## config.mk

```make
export PLATFORM = sky130hd
export DESIGN_NAME = voice_allocator_flat
export DESIGN_NICKNAME = d
export VERILOG_FILES = /design/src/rtl/voice_allocator_if.sv /design/src/rtl/voice_allocator.sv /design/src/flat_wrapper.sv
export SDC_FILE = /design/constraint.sdc
export NUM_CORES = 1
export LEC_CHECK = 0
export CAP_MARGIN = 25
export CORE_UTILIZATION = 46
export DETAILED_ROUTE_END_ITERATION = 8
export GPL_ROUTABILITY_DRIVEN = 0
export PLACE_DENSITY = 0.66
export SLEW_MARGIN = 20
export SYNTH_ARGS = -nofsm -noshare
export SYNTH_HDL_FRONTEND = slang
export SYNTH_SLANG_ARGS = --single-unit
```

## constraint.sdc

```tcl
create_clock -name mclk -period 4.3 [get_ports mclk]
set_input_delay 0.86 -clock mclk [delete_from_list [all_inputs] [get_ports mclk]]
set_output_delay 0.86 -clock mclk [all_outputs]
set_load 0.05 [all_outputs]
```

## src/rtl/voice_allocator_if.sv

```systemverilog
// rtl/voice_allocator_if.sv - event handshake and per-voice player control bundle
interface voice_allocator_if #(
  parameter int NUM_VOICES    = 4,
  parameter int FREQ_RES_BITS = 8
);
  logic                                ev_valid;
  logic                                ev_ready;
  logic                                ev_note_on;
  logic [FREQ_RES_BITS-1:0]            ev_note;
  logic                                all_off;
  logic [NUM_VOICES*FREQ_RES_BITS-1:0] voice_freq;
  logic [NUM_VOICES-1:0]               voice_gate;
  logic [NUM_VOICES-1:0]               voice_retrig;
  logic                                dropped;
  logic                                steal;

  modport master (
    output ev_valid, ev_note_on, ev_note, all_off,
    input  ev_ready, voice_freq, voice_gate, voice_retrig, dropped, steal
  );

  modport slave (
    input  ev_valid, ev_note_on, ev_note, all_off,
    output ev_ready, voice_freq, voice_gate, voice_retrig, dropped, steal
  );
endinterface

```

## src/rtl/voice_allocator.sv

```systemverilog
// rtl/voice_allocator.sv - polyphony controller assigning note events to sample-player voices
module voice_allocator #(
  parameter int NUM_VOICES    = 4,
  parameter int FREQ_RES_BITS = 8,
  parameter int MAX_NOTE      = 132,
  parameter int AGE_BITS      = 8
) (
  input  logic             mclk,
  input  logic             rst,
  voice_allocator_if.slave bus
);
  localparam int                     IDX_W      = $clog2(NUM_VOICES);
  localparam logic [IDX_W-1:0]       LAST_IDX   = IDX_W'(NUM_VOICES - 1);
  localparam logic [FREQ_RES_BITS:0] MAX_NOTE_W = (FREQ_RES_BITS + 1)'(MAX_NOTE);
  localparam logic [AGE_BITS-1:0]    AGE_MAX    = '1;

  typedef enum logic [1:0] {S_IDLE, S_SCAN, S_COMMIT} state_t;
  state_t r_state, w_state_next;

  logic                     r_note_on;
  logic [FREQ_RES_BITS-1:0] r_note;
  logic [IDX_W-1:0]         r_idx;
  logic                     r_match_found, r_free_found;
  logic [IDX_W-1:0]         r_match_idx, r_free_idx, r_old_idx;
  logic [AGE_BITS-1:0]      r_old_age;
  logic [FREQ_RES_BITS-1:0] r_freq [NUM_VOICES];
  logic [AGE_BITS-1:0]      r_age  [NUM_VOICES];
  logic [NUM_VOICES-1:0]    r_gate, r_retrig;
  logic                     r_dropped, r_steal;

  logic                     w_ready, w_accept, w_illegal, w_steal;
  logic [NUM_VOICES-1:0]    w_off_mask;
  logic [IDX_W-1:0]         w_target;

  assign w_ready   = (r_state == S_IDLE) && !rst;
  assign w_accept  = bus.ev_valid && w_ready;
  assign w_illegal = {1'b0, bus.ev_note} >= MAX_NOTE_W;

  // Note-on target priority: retrigger a matching voice, else a free one, else steal the oldest.
  assign w_steal  = !r_match_found && !r_free_found;
  assign w_target = r_match_found ? r_match_idx : (r_free_found ? r_free_idx : r_old_idx);

  always_comb begin
    w_off_mask = '0;
    for (int v = 0; v < NUM_VOICES; v++) begin
      w_off_mask[v] = r_gate[v] && (r_freq[v] == r_note);
    end
  end

  always_ff @(posedge mclk or posedge rst) begin
    if (rst) r_state <= S_IDLE;
    else     r_state <= w_state_next;
  end

  always_comb begin
    w_state_next = r_state;
    case (r_state)
      S_IDLE:   if (w_accept && !w_illegal) w_state_next = S_SCAN;
      S_SCAN:   if (r_idx == LAST_IDX) w_state_next = S_COMMIT;
      S_COMMIT: w_state_next = S_IDLE;
      default:  w_state_next = S_IDLE;
    endcase
    if (bus.all_off) w_state_next = S_IDLE;
  end

  always_ff @(posedge mclk or posedge rst) begin
    if (rst) begin
      r_note_on     <= 1'b0;
      r_note        <= '0;
      r_idx         <= '0;
      r_match_found <= 1'b0;
      r_free_found  <= 1'b0;
      r_match_idx   <= '0;
      r_free_idx    <= '0;
      r_old_idx     <= '0;
      r_old_age     <= '0;
      r_gate        <= '0;
      r_retrig      <= '0;
      r_dropped     <= 1'b0;
      r_steal       <= 1'b0;
      for (int v = 0; v < NUM_VOICES; v++) begin
        r_freq[v] <= '0;
        r_age[v]  <= '0;
      end
    end else begin
      r_retrig  <= '0;
      r_dropped <= 1'b0;
      r_steal   <= 1'b0;
      if (bus.all_off) begin
        // An event accepted on this very edge counts as in flight and is lost too.
        r_gate    <= '0;
        r_dropped <= (r_state != S_IDLE) || bus.ev_valid;
        for (int v = 0; v < NUM_VOICES; v++) r_age[v] <= '0;
      end else begin
        case (r_state)
          S_IDLE: begin
            if (w_accept) begin
              r_note_on     <= bus.ev_note_on;
              r_note        <= bus.ev_note;
              r_idx         <= '0;
              r_match_found <= 1'b0;
              r_free_found  <= 1'b0;
              r_old_age     <= '0;
              r_dropped     <= w_illegal;
            end
          end
          S_SCAN: begin
            if (!r_match_found && r_gate[r_idx] && (r_freq[r_idx] == r_note)) begin
              r_match_found <= 1'b1;
              r_match_idx   <= r_idx;
            end
            if (!r_free_found && !r_gate[r_idx]) begin
              r_free_found <= 1'b1;
              r_free_idx   <= r_idx;
            end
            if ((r_idx == '0) || (r_age[r_idx] > r_old_age)) begin
              r_old_idx <= r_idx;
              r_old_age <= r_age[r_idx];
            end
            r_idx <= r_idx + 1'b1;
          end
          S_COMMIT: begin
            if (r_note_on) begin
              r_steal <= w_steal;
              for (int v = 0; v < NUM_VOICES; v++) begin
                if (IDX_W'(v) == w_target) begin
                  r_freq[v]   <= r_note;
                  r_gate[v]   <= 1'b1;
                  r_age[v]    <= '0;
                  r_retrig[v] <= 1'b1;
                end else if (r_gate[v] && (r_age[v] != AGE_MAX)) begin
                  r_age[v] <= r_age[v] + 1'b1;
                end
              end
            end else begin
              r_dropped <= ~|w_off_mask;
              for (int v = 0; v < NUM_VOICES; v++) begin
                if (w_off_mask[v]) begin
                  r_gate[v] <= 1'b0;
                  r_age[v]  <= '0;
                end
              end
            end
          end
          default: ;
        endcase
      end
    end
  end

  assign bus.ev_ready     = w_ready;
  assign bus.voice_gate   = r_gate;
  assign bus.voice_retrig = r_retrig;
  assign bus.dropped      = r_dropped;
  assign bus.steal        = r_steal;

  for (genvar g = 0; g < NUM_VOICES; g++) begin : g_freq
    assign bus.voice_freq[g*FREQ_RES_BITS +: FREQ_RES_BITS] = r_freq[g];
  end
endmodule

```

## src/flat_wrapper.sv

```systemverilog
// flat-port wrapper written by rule: the top's interface ports become plain ports
module voice_allocator_flat 
#(
  parameter int NUM_VOICES    = 4,
  parameter int FREQ_RES_BITS = 8,
  parameter int MAX_NOTE      = 132,
  parameter int AGE_BITS      = 8
)
  (mclk, rst, bus_ev_valid, bus_ev_note_on, bus_ev_note, bus_all_off, bus_ev_ready, bus_voice_freq, bus_voice_gate, bus_voice_retrig, bus_dropped, bus_steal);
  voice_allocator_if #(.NUM_VOICES(NUM_VOICES), .FREQ_RES_BITS(FREQ_RES_BITS)) bus_i ();
  input  logic mclk;
  input  logic rst;
  input wire logic [$bits(bus_i.ev_valid)-1:0] bus_ev_valid;
  input wire logic [$bits(bus_i.ev_note_on)-1:0] bus_ev_note_on;
  input wire logic [$bits(bus_i.ev_note)-1:0] bus_ev_note;
  input wire logic [$bits(bus_i.all_off)-1:0] bus_all_off;
  output wire logic [$bits(bus_i.ev_ready)-1:0] bus_ev_ready;
  output wire logic [$bits(bus_i.voice_freq)-1:0] bus_voice_freq;
  output wire logic [$bits(bus_i.voice_gate)-1:0] bus_voice_gate;
  output wire logic [$bits(bus_i.voice_retrig)-1:0] bus_voice_retrig;
  output wire logic [$bits(bus_i.dropped)-1:0] bus_dropped;
  output wire logic [$bits(bus_i.steal)-1:0] bus_steal;
  assign bus_i.ev_valid = bus_ev_valid;
  assign bus_i.ev_note_on = bus_ev_note_on;
  assign bus_i.ev_note = bus_ev_note;
  assign bus_i.all_off = bus_all_off;
  assign bus_ev_ready = bus_i.ev_ready;
  assign bus_voice_freq = bus_i.voice_freq;
  assign bus_voice_gate = bus_i.voice_gate;
  assign bus_voice_retrig = bus_i.voice_retrig;
  assign bus_dropped = bus_i.dropped;
  assign bus_steal = bus_i.steal;
  voice_allocator #(.NUM_VOICES(NUM_VOICES), .FREQ_RES_BITS(FREQ_RES_BITS), .MAX_NOTE(MAX_NOTE), .AGE_BITS(AGE_BITS)) u_core (.mclk(mclk), .rst(rst), .bus(bus_i));
endmodule
```

* Word-level counts from Yosys, hierarchy flattened
Index checks and enable logic that the tools add are counted.
** Storage, ports and cells
- Logic and storage cells :: 184
- Bits in registers :: 103
** Operators by class
- Bitwise logic cells :: 2
- Add/sub/neg operators :: 5
- Mux-type cells :: 64
- $lt $le $gt $ge :: 4
- Reductions and logical operators :: 55
- Equal/unequal tests :: 29
** Operator list (count)
- $mux 8 :: 18
- $mux 32 :: 3
- $eq 8x8->1 :: 5
- $reduce_and 3->1 :: 13
- $add 8x1->8 const B :: 4
- $bmux 8 s2 :: 2
- $ne 8x8->1 const B :: 4
- $reduce_and 4->1 :: 7
- $mux 4 :: 6
- $mux 1 :: 22
- $ne 4x4->1 const B :: 4
- $pmux 8 s2 :: 1
- $logic_and 1x1->1 :: 15
- $ne 3x3->1 const B :: 5
- $mux 2 :: 6
- $reduce_bool 3->1 :: 4
- $ge 8x8->1 const B :: 1
- $gt 8x8->1 :: 1
- $ne 2x1->1 const B :: 4
- $pmux 2 s2 :: 2
- $logic_not 1->1 :: 6
- $logic_not 2->1 :: 3
- $pmux 1 s2 :: 3
- $reduce_bool 2->1 :: 3
- 14 further kinds :: 17

* Depth between registers and ports, before layout
Gate-level depths: netlist of the first run.
- Word-level depth :: 8
- Gate-level depth with buffers :: 10
- Depth with buffers taken out :: 8

* Worst setup path before layout of the first run
No wires, ideal clock.
- Path kind :: input port to flip-flop
- Start :: input port rst
- End :: register u_core.r_old_age[7]
- Slack :: 1.144 ns
- Required time :: 4.179 ns
- Stages on the path :: 6
- Data arrival time :: 3.035 ns
- Buffers on the path :: 1
- Cells stage by stage :: nor3_1 -> nand2_1 -> or2_0 -> clkbuf_1 -> a32o_1 -> a22o_1
** Between the ends
- Word-level cells in the longest chain between the ends :: 5
** RTL lines
- from (decl) :: line flat_wrapper.sv:12 : input logic rst;
- $logic_not 1->1 :: line voice_allocator.sv:35 : assign w_ready = (r_state == S_IDLE) && !rst;
- $logic_and 1x1->1 :: line voice_allocator.sv:35
- $logic_and 1x1->1 :: line voice_allocator.sv:36 : assign w_accept = bus.ev_valid && w_ready;
- $ne 2x1->1 (no source line)
- $reduce_and 4->1 (no source line)
- to (signal assigned) :: line voice_allocator.sv:118 : r_old_age <= r_age[r_idx];
- to (decl) :: line voice_allocator.sv:25 : logic [AGE_BITS-1:0] r_old_age;
No other way between the ends.
A chain may end at the register's enable or synchronous reset.

* Worst setup path in the final report of the first run
- Start :: input port rst
- End :: output port bus_ev_ready
** Between the ends
- Word-level cells in the longest chain between the ends :: 2
** RTL lines
- $logic_not 1->1 :: line voice_allocator.sv:35
- $logic_and 1x1->1 :: line voice_allocator.sv:35
- to (decl) :: line flat_wrapper.sv:17 : output wire logic [$bits(bus_i.ev_ready)-1:0] bus_ev_ready;
No other way between the ends.

==> summary.txt, run 1 <==
Timing
  – Period utilization: around 78%
  – Final setup violation count: 0
  – Setup TNS: 0 ps
  – Rel. slew slack: 40.38%
  – Post-route setup slack: about 970 ps
  – Max Fclk: about 0.30 GHz
  – Max-slew violations: 0
  – Final-report hold violation count: 0
  – Final setup skew: slightly above 9 ps
  – Worst slew pin tran: slightly below 900 ps
  – RSZ-0062 raised after global routing: no
  – Period minus WS final: 3334 ps

Logic synthesis
  – Unique masters post-synth: 61
  – Register area share after synthesis: about 45%
  – Synthesized area per cell: roughly 11 um^2
  – Post-Synthesis Net Count: approximately 570
  – Post-synthesis cell area: about 5800 um^2
  – #FFs+latches synth: approximately 100
  – Ys flop type: dfrtp_1
  – Syn Inst Count: 540
  – FFs w/ async S/R, synth: 100.0%
  – Yosys Warn Count: 0
  – EDFF count, synth: 0

Finish
  – Finished Cell Area: 6759 um^2
  – Area delta synth->final: 17.08%
  – Final Non-Filler Cells: 765
  – Diodes inserted: 0
  – Share of layout cells above drive strength 1: 16.42%
  – Nets: 619
  – Fillers: ~1100

Setup path
  – WP buf/inv: 2
  – Crit path launch type: input pin
  – Critical path's most frequent cell: clkdlybuf4s50_1
  – Crit-path cells: clkdlybuf4s50_1 > nor3_1 > clkdlybuf4s50_1
  – Critical path arrival: between 2000 and 2500 ps
  – R2r setup slk: between 1000 and 1500 ps
  – Setup crit start: rst
  – CP peak stage delay: between 800 and 900 ps
  – CP Capture Point: bus_ev_ready
  – Worst path slowest cell: clkdlybuf4s50_1
  – Crit path required time: ~3400 ps
  – Crit path max fanout: 3
  – WP depth: 3
  – Delay-heaviest family, CP: buffers and inverters
  – Crit path kind: in -> out
  – CP endpoint kind: output port
  – Reg2reg end: u_core.r_old_idx[1]
  – RR Startpoint: u_core.r_idx[0]
  – Worst R2R Path Depth: 8

Clocking
  – CTS root buf: clkbuf_16
  – H-tree Lvls: 3
  – Setup Buffers After CTS: 0
  – TritonCTS Buffers: 9
  – Skew-Pair Late Insertion Delay: around 360 ps
  – # clock sinks: 103
  – CTS tree: done
  – # hold bufs at CTS: 0
  – Resized Gates After CTS: 0
  – Worst-path clk slew: around 70 ps
  – Clk buf depth: 2

Placement
  – Post-Place Setup Slack: roughly 1000 ps
  – Inst Count DP: between 700 and 800
  – IO buf count: 55
  – DP Wirelength: 10200 um
  – Placed Area: 6462 um^2

GRT
  – Antenna violations before repair: 0
  – Total congestion overflow: 0
  – Vias in the first global route: approximately 4300
  – Tot GR Track Use: 23.34%
  – Largest net degree at the start of global routing: roughly 70
  – First-pass GRT wire length: roughly 23000 um

Floorplan
  – Die area: ~13000 um^2
  – IO Count: between 50 and 60
  – Horiz. Die Dim: 114.0 um
  – Die Height: approximately 110 um
  – Core outline area: about 12000 um^2
  – Starting Density: 47.67%
  – # rows: 40

Routing
  – WL met1: between 6000 and 7000 um
  – Met3 WL: between 500 and 600 um
  – Met2 WL post-DR: approximately 6800 um
  – Vias per std cell: 5.729
  – DR vias: 4383
  – Drt wl/cell: roughly 18 um
  – Top routing layer in use: met4
  – Antenna Nets Post-Route: 0
  – WL final: about 14000 um
  – DRC errors left: 0
  – 1st-iter DRT viols: between 200 and 300
  – DRT Pass-1 Iters: 4

Run status
  – Outcome: finished clean

Pwr
  – Peak VDD IR: between 200 and 300 uV
  – Leak: 2.946 nW
  – PD cells: about 340 nW/um^2

Job
  – Number of max-cap violations: 0

Min path
  – Worst hold path type: reg -> reg
  – Hold depth: 1
==> Yosys cell counts, types with 11 or more instances <==
master	instances	share of area, %
mux2_2	40	7.8
a21oi_1	21	1.8
o21ai_0	33	2.9
o21ai_1	11	0.95
ha_1	14	3.0
inv_1	25	1.6
dfrtp_1	103	45
a31oi_1	14	1.5
a22o_1	13	2.0
nand3_1	22	1.9
nand2_1	61	4.0
nor2_1	25	1.6
xnor2_1	30	4.6
mux4_2	12	4.7
==> cell usage in the layout, fill, tap and decap left out, types with 3 or more instances in the layout <==
cell	synthesis	final
nand2_1	61	61
dfrtp_1	103	103
clkbuf_16	0	9
nor2_1	25	25
nand3_1	22	22
mux2_1	3	3
nand2b_1	4	4
ha_1	14	14
mux2i_1	4	4
a31oi_1	14	14
and3_1	6	6
nor3_1	7	7
clkdlybuf4s50_1	0	55
or4_1	3	3
nand4_1	4	4
a22o_1	13	13
o21ai_2	2	3
mux2_2	40	40
inv_1	25	24
mux4_2	12	12
o31ai_1	3	3
o21ai_0	33	33
buf_4	0	5
a21oi_1	21	21
a21oi_2	4	4
nor3_4	4	4
o21a_1	4	4
xnor2_1	30	30
or3_1	3	3
o21ai_1	11	10
xor2_1	6	6
==> sequential cells by signal, indices dropped and copies added, names as in the netlist <==
name and flops:
u_core.r_old_age 8, u_core.r_note_on 1, u_core.r_match_found 1, u_core.bus.voice_retrig 4, u_core.r_free_idx 2, u_core.bus.dropped 1, u_core.r_age 32, u_core.bus.voice_freq 32
u_core.r_old_idx 2, u_core.r_match_idx 2, u_core.r_state 2, u_core.r_idx 2, u_core.bus.steal 1, u_core.r_free_found 1, u_core.r_note 8, u_core.bus.voice_gate 4
==> routing by layer <==
layer | global-route usage [%] | up-vias
met5 | 0 | -
li1 | - | 2066
met2 | 38.51 | 103
met1 | 30.05 | 2194
met3 | 5.473 | 20
met4 | 8.485 | 0
==> layout make-up <==
cell class	count	area, um^2	share of cell area, %
multi-input combinational	393	2994	44.30
clock buffer	10	239.0	3.536
clock inverter	6	53.80	0.7960
inverter	25	96.34	1.425
timing repair buffer	60	588.1	8.700
sequential	103	2577	38.13
tap	168	210.2	3.110
==> power by group <==
group / switching, W / internal (W)
Combinational: 0.000230 / 0.000154
Sequential: 0.0000864 / 0.00100
Clock: 0.000383 / 0.000416
Total: 0.000700 / 0.00157
==> per-stage QoR <==
| step | hold WS [ps] | utilization (%) | total power, W |
|---|---|---|---|
| final | 498.6 | 55.81 | 0.002273 |
| after global routing | 504.4 | 55.81 | 0.002372 |
| after CTS | 494.6 | 55.77 | 0.002293 |
| after detailed placement | 476.7 | 53.36 | 0.001491 |
| after global placement | 473.4 | 53.36 | 0.001483 |
| after floorplan | 451.7 | - | 0.001396 |
==> kinds of logic (layout without fill, tap and decap cells) <==
family | Yosys count | count (layout) | synth area share, %
compound gates | 127 | 127 | 14.63
xor+xnor | 38 | 38 | 6.025
fa+ha+maj | 14 | 14 | 3.034
buf+inv | 44 | 101 | 3.554
flops | 103 | 103 | 44.65
mux | 61 | 61 | 14.67
simple gates | 153 | 153 | 13.44
==> worst register-to-register path, cell delays in order, from the launching register on <==
cell and delay, ps:
dfrtp_1 690, mux4_2 610, ha_1 320, nand3_1 110, o221a_2 280, o211ai_1 160
a21oi_1 120, nor2_2 370, mux2_2 390
==> how the worst min path moves through the flow <==
| stage | startpoint | endpoint | slack, ps |
|---|---|---|---|
| 4_1_cts | u_core.r_match_idx[0] | u_core.r_match_idx[0] | 490 |
| 3_3_place_gp | u_core.r_match_idx[0] | u_core.r_match_idx[0] | 470 |
| 3_5_place_dp | u_core.r_match_idx[0] | u_core.r_match_idx[0] | 480 |
| 6_report | u_core.r_match_idx[0] | u_core.r_match_idx[0] | 500 |
| 5_1_grt | u_core.r_match_idx[0] | u_core.r_match_idx[0] | 500 |
| 2_1_floorplan | u_core.r_age[23] | u_core.r_age[23] | 450 |
Note: power is estimated with default switching activity, not from simulation.
==> inputs of run 2 (changes only) <==
clock period = 3.4 ns   (was 4.3 ns; I/O delays follow)
==> summary.txt, run 2 (same netlist as run 1, synthesis figures left out) <==
Finish
  – Area delta synth->final: 17.77% (was 17.08%)
  – Fillers: 1067 (was 1090)
  – Diodes inserted: 0 (unchanged)
  – Final core utilization: 56.14% (was 55.81%)
  – Commonest non-fill, non-tap cell in the layout: dfrtp_1 (unchanged)
  – Share of layout cells above drive strength 1: 16.97% (was 16.42%)
  – Nets: 623 (was 619)
  – Commonest non-fill, non-tap cells in the layout: dfrtp_1 (103), nand2_1 (61), clkdlybuf4s50_1 (55), mux2_2 (40), o21ai_0 (33) (unchanged)

Floorplan
  – Die Height: 114.0 um (unchanged)
  – Starting Density: 47.67% (unchanged)
  – IO Count: 56 (unchanged)
  – Core outline area: 12110 um^2 (unchanged)
  – Die area: 13000 um^2 (unchanged)
  – # rows: 40 (unchanged)
  – Horiz. Die Dim: 114.0 um (unchanged)

Timing
  – Max-slew violations: 0 (unchanged)
  – Worst hold slack: 491.1 ps (was 498.6 ps)
  – Period utilization: approximately nine tenths
  – Period minus WS final: roughly 3000 ps
  – Rel. slew slack: 44.09% (was 40.38%)
  – Final setup skew: 6.434 ps (was 9.143 ps)
  – Max Fclk: 0.3243 GHz
  – Post-route setup slack: 316.5 ps (was 966.1 ps)
  – RSZ-0062 raised after global routing: no (unchanged)
  – Setup TNS: 0 ps (unchanged)
  – Final setup violation count: 0 (unchanged)
  – Final-report hold violation count: 0 (unchanged)
  – Worst slew pin tran: 833.1 ps (was 894.3 ps)

Clocking
  – H-tree Lvls: 3 (unchanged)
  – Setup Buffers After CTS: 0 (unchanged)
  – Clk buf depth: 2 (unchanged)
  – TritonCTS Buffers: 9 (unchanged)
  – Skew-Pair Late Insertion Delay: 360 ps (about the same)
  – # hold bufs at CTS: 0 (unchanged)
  – CTS tree: done (unchanged)
  – # clock sinks: 103 (unchanged)
  – Worst-path clk slew: 80 ps (was 70 ps)
  – Resized Gates After CTS: 0 (unchanged)
  – CTS root buf: clkbuf_16 (unchanged)

Setup path
  – Crit-path cells: buf_4 > mux4_2 > ha_1 > a21o_1 > a21oi_1 > o211ai_1 > a21oi_1 > a32o_1 > a22o_1 (was clkdlybuf4s50_1 > nor3_1 > clkdlybuf4s50_1)
  – Critical path arrival: 3380 ps (was 2470 ps)
  – Crit path max fanout: 8 (was 3)
  – CP endpoint kind: flop (was output port)
  – Crit path launch type: flop (was input pin)
  – Worst path slowest cell: dfrtp_1 (was clkdlybuf4s50_1)
  – Critical path's most frequent cell: a21oi_1 (was clkdlybuf4s50_1)
  – Crit path kind: reg -> reg (was in -> out)
  – CP peak stage delay: 580 ps (was 870 ps)
  – Crit path required time: 3700 ps (was 3440 ps)

Routing
  – DRT Pass-1 Iters: 5 (was 4)
  – 1st-iter DRT viols: 292 (was 257)
  – Met3 WL: 835 um (was 562 um)
  – Met2 WL post-DR: 7278 um (was 6836 um)
  – DR vias: 4483 (was 4383)
  – WL met1: 6204 um (was 6212 um)
  – Drt wl/cell: 19.17 um (was 18.23 um)
  – DRC errors left: 0 (unchanged)
  – Antenna Nets Post-Route: 0 (unchanged)
  – Top routing layer in use: met4 (unchanged)
  – Vias per std cell: 5.830 (was 5.729)
  – WL final: 14750 um (was 13940 um)

Job
  – Number of max-cap violations: 0 (unchanged)

Run status
  – Outcome: finished clean (unchanged)

Pwr
  – PD cells: 431.1 nW/um^2 (was 336.2 nW/um^2)
  – Leak: 2.973 nW (was 2.946 nW)
  – Peak VDD IR: 286.2 uV (was 259.5 uV)

GRT
  – First-pass GRT wire length: 23810 um (was 22990 um)
  – Tot GR Track Use: 24.42% (was 23.34%)
  – Antenna violations before repair: 0 (unchanged)
  – Total congestion overflow: 0 (unchanged)
  – Largest net degree at the start of global routing: 50 (was 72)
  – Vias in the first global route: 4509 (was 4289)

Min path
  – Worst hold path type: reg -> reg (unchanged)

Placement
  – DP Wirelength: 10770 um (was 10200 um)
  – Post-Place Setup Slack: 325.7 ps (was 981.6 ps)
  – IO buf count: 55 (unchanged)
-- run 2: metal layers --
layer / track usage [%] / vias up
met4: 11.00 / 0
met5: 0 / -
met3: 5.632 / 34
met2: 40.44 / 162
met1: 30.48 / 2211
li1: - / 2076
-- run 2: critical path: cells and delay by family (launching register included) --
kind            cells  cell delay, ps
compound gates      6            1340
flops               1             580
mux                 1             530
fa+ha+maj           1             340
buf+inv             1             250
-- run 2: through the flow --
step | total power (W) | cells | area (um^2)
4_1_cts | 0.002950 | 769 | 6799
5_1_grt | 0.003049 | 769 | 6799
3_3_place_gp | 0.001892 | 753 | 6492
3_5_place_dp | 0.001905 | 753 | 6496
2_1_floorplan | 0.001766 | 540 | 5773
6_report | 0.002931 | 769 | 6799
-- run 2: final cells by class --
cell class	instances	area (um^2)	share of cell area, %
Multi-Input combinational cell	393	2994	44.04
Clock inverter	6	63.81	0.9385
Clock buffer	10	239.0	3.515
Tap cell	168	210.2	3.092
Timing Repair Buffer	64	618.1	9.091
Inverter	25	96.34	1.417
Sequential cell	103	2577	37.91
-- run 2: worst paths after layout --
kind | startpoint | end | cells after the start | slack [ps]
min | u_core.r_match_idx[0] | u_core.r_match_idx[0] | 1 | 490
max | u_core.r_idx[0] | u_core.r_old_age[3] | 9 | 320
min in group asynchronous | rst | u_core.r_state[0] | 2 | 780
min reg2reg | u_core.r_match_idx[0] | u_core.r_match_idx[0] | 1 | 490
max reg2reg | u_core.r_idx[0] | u_core.r_old_age[3] | 9 | 320
max in group asynchronous | rst | u_core.r_age[16] | 3 | 1870
-- run 2: power breakdown --
part	internal [W]	switching, W
clock	0.000538	0.000511
combinational	0.000199	0.000312
sequential	0.00127	0.000104
total	0.00200	0.000927
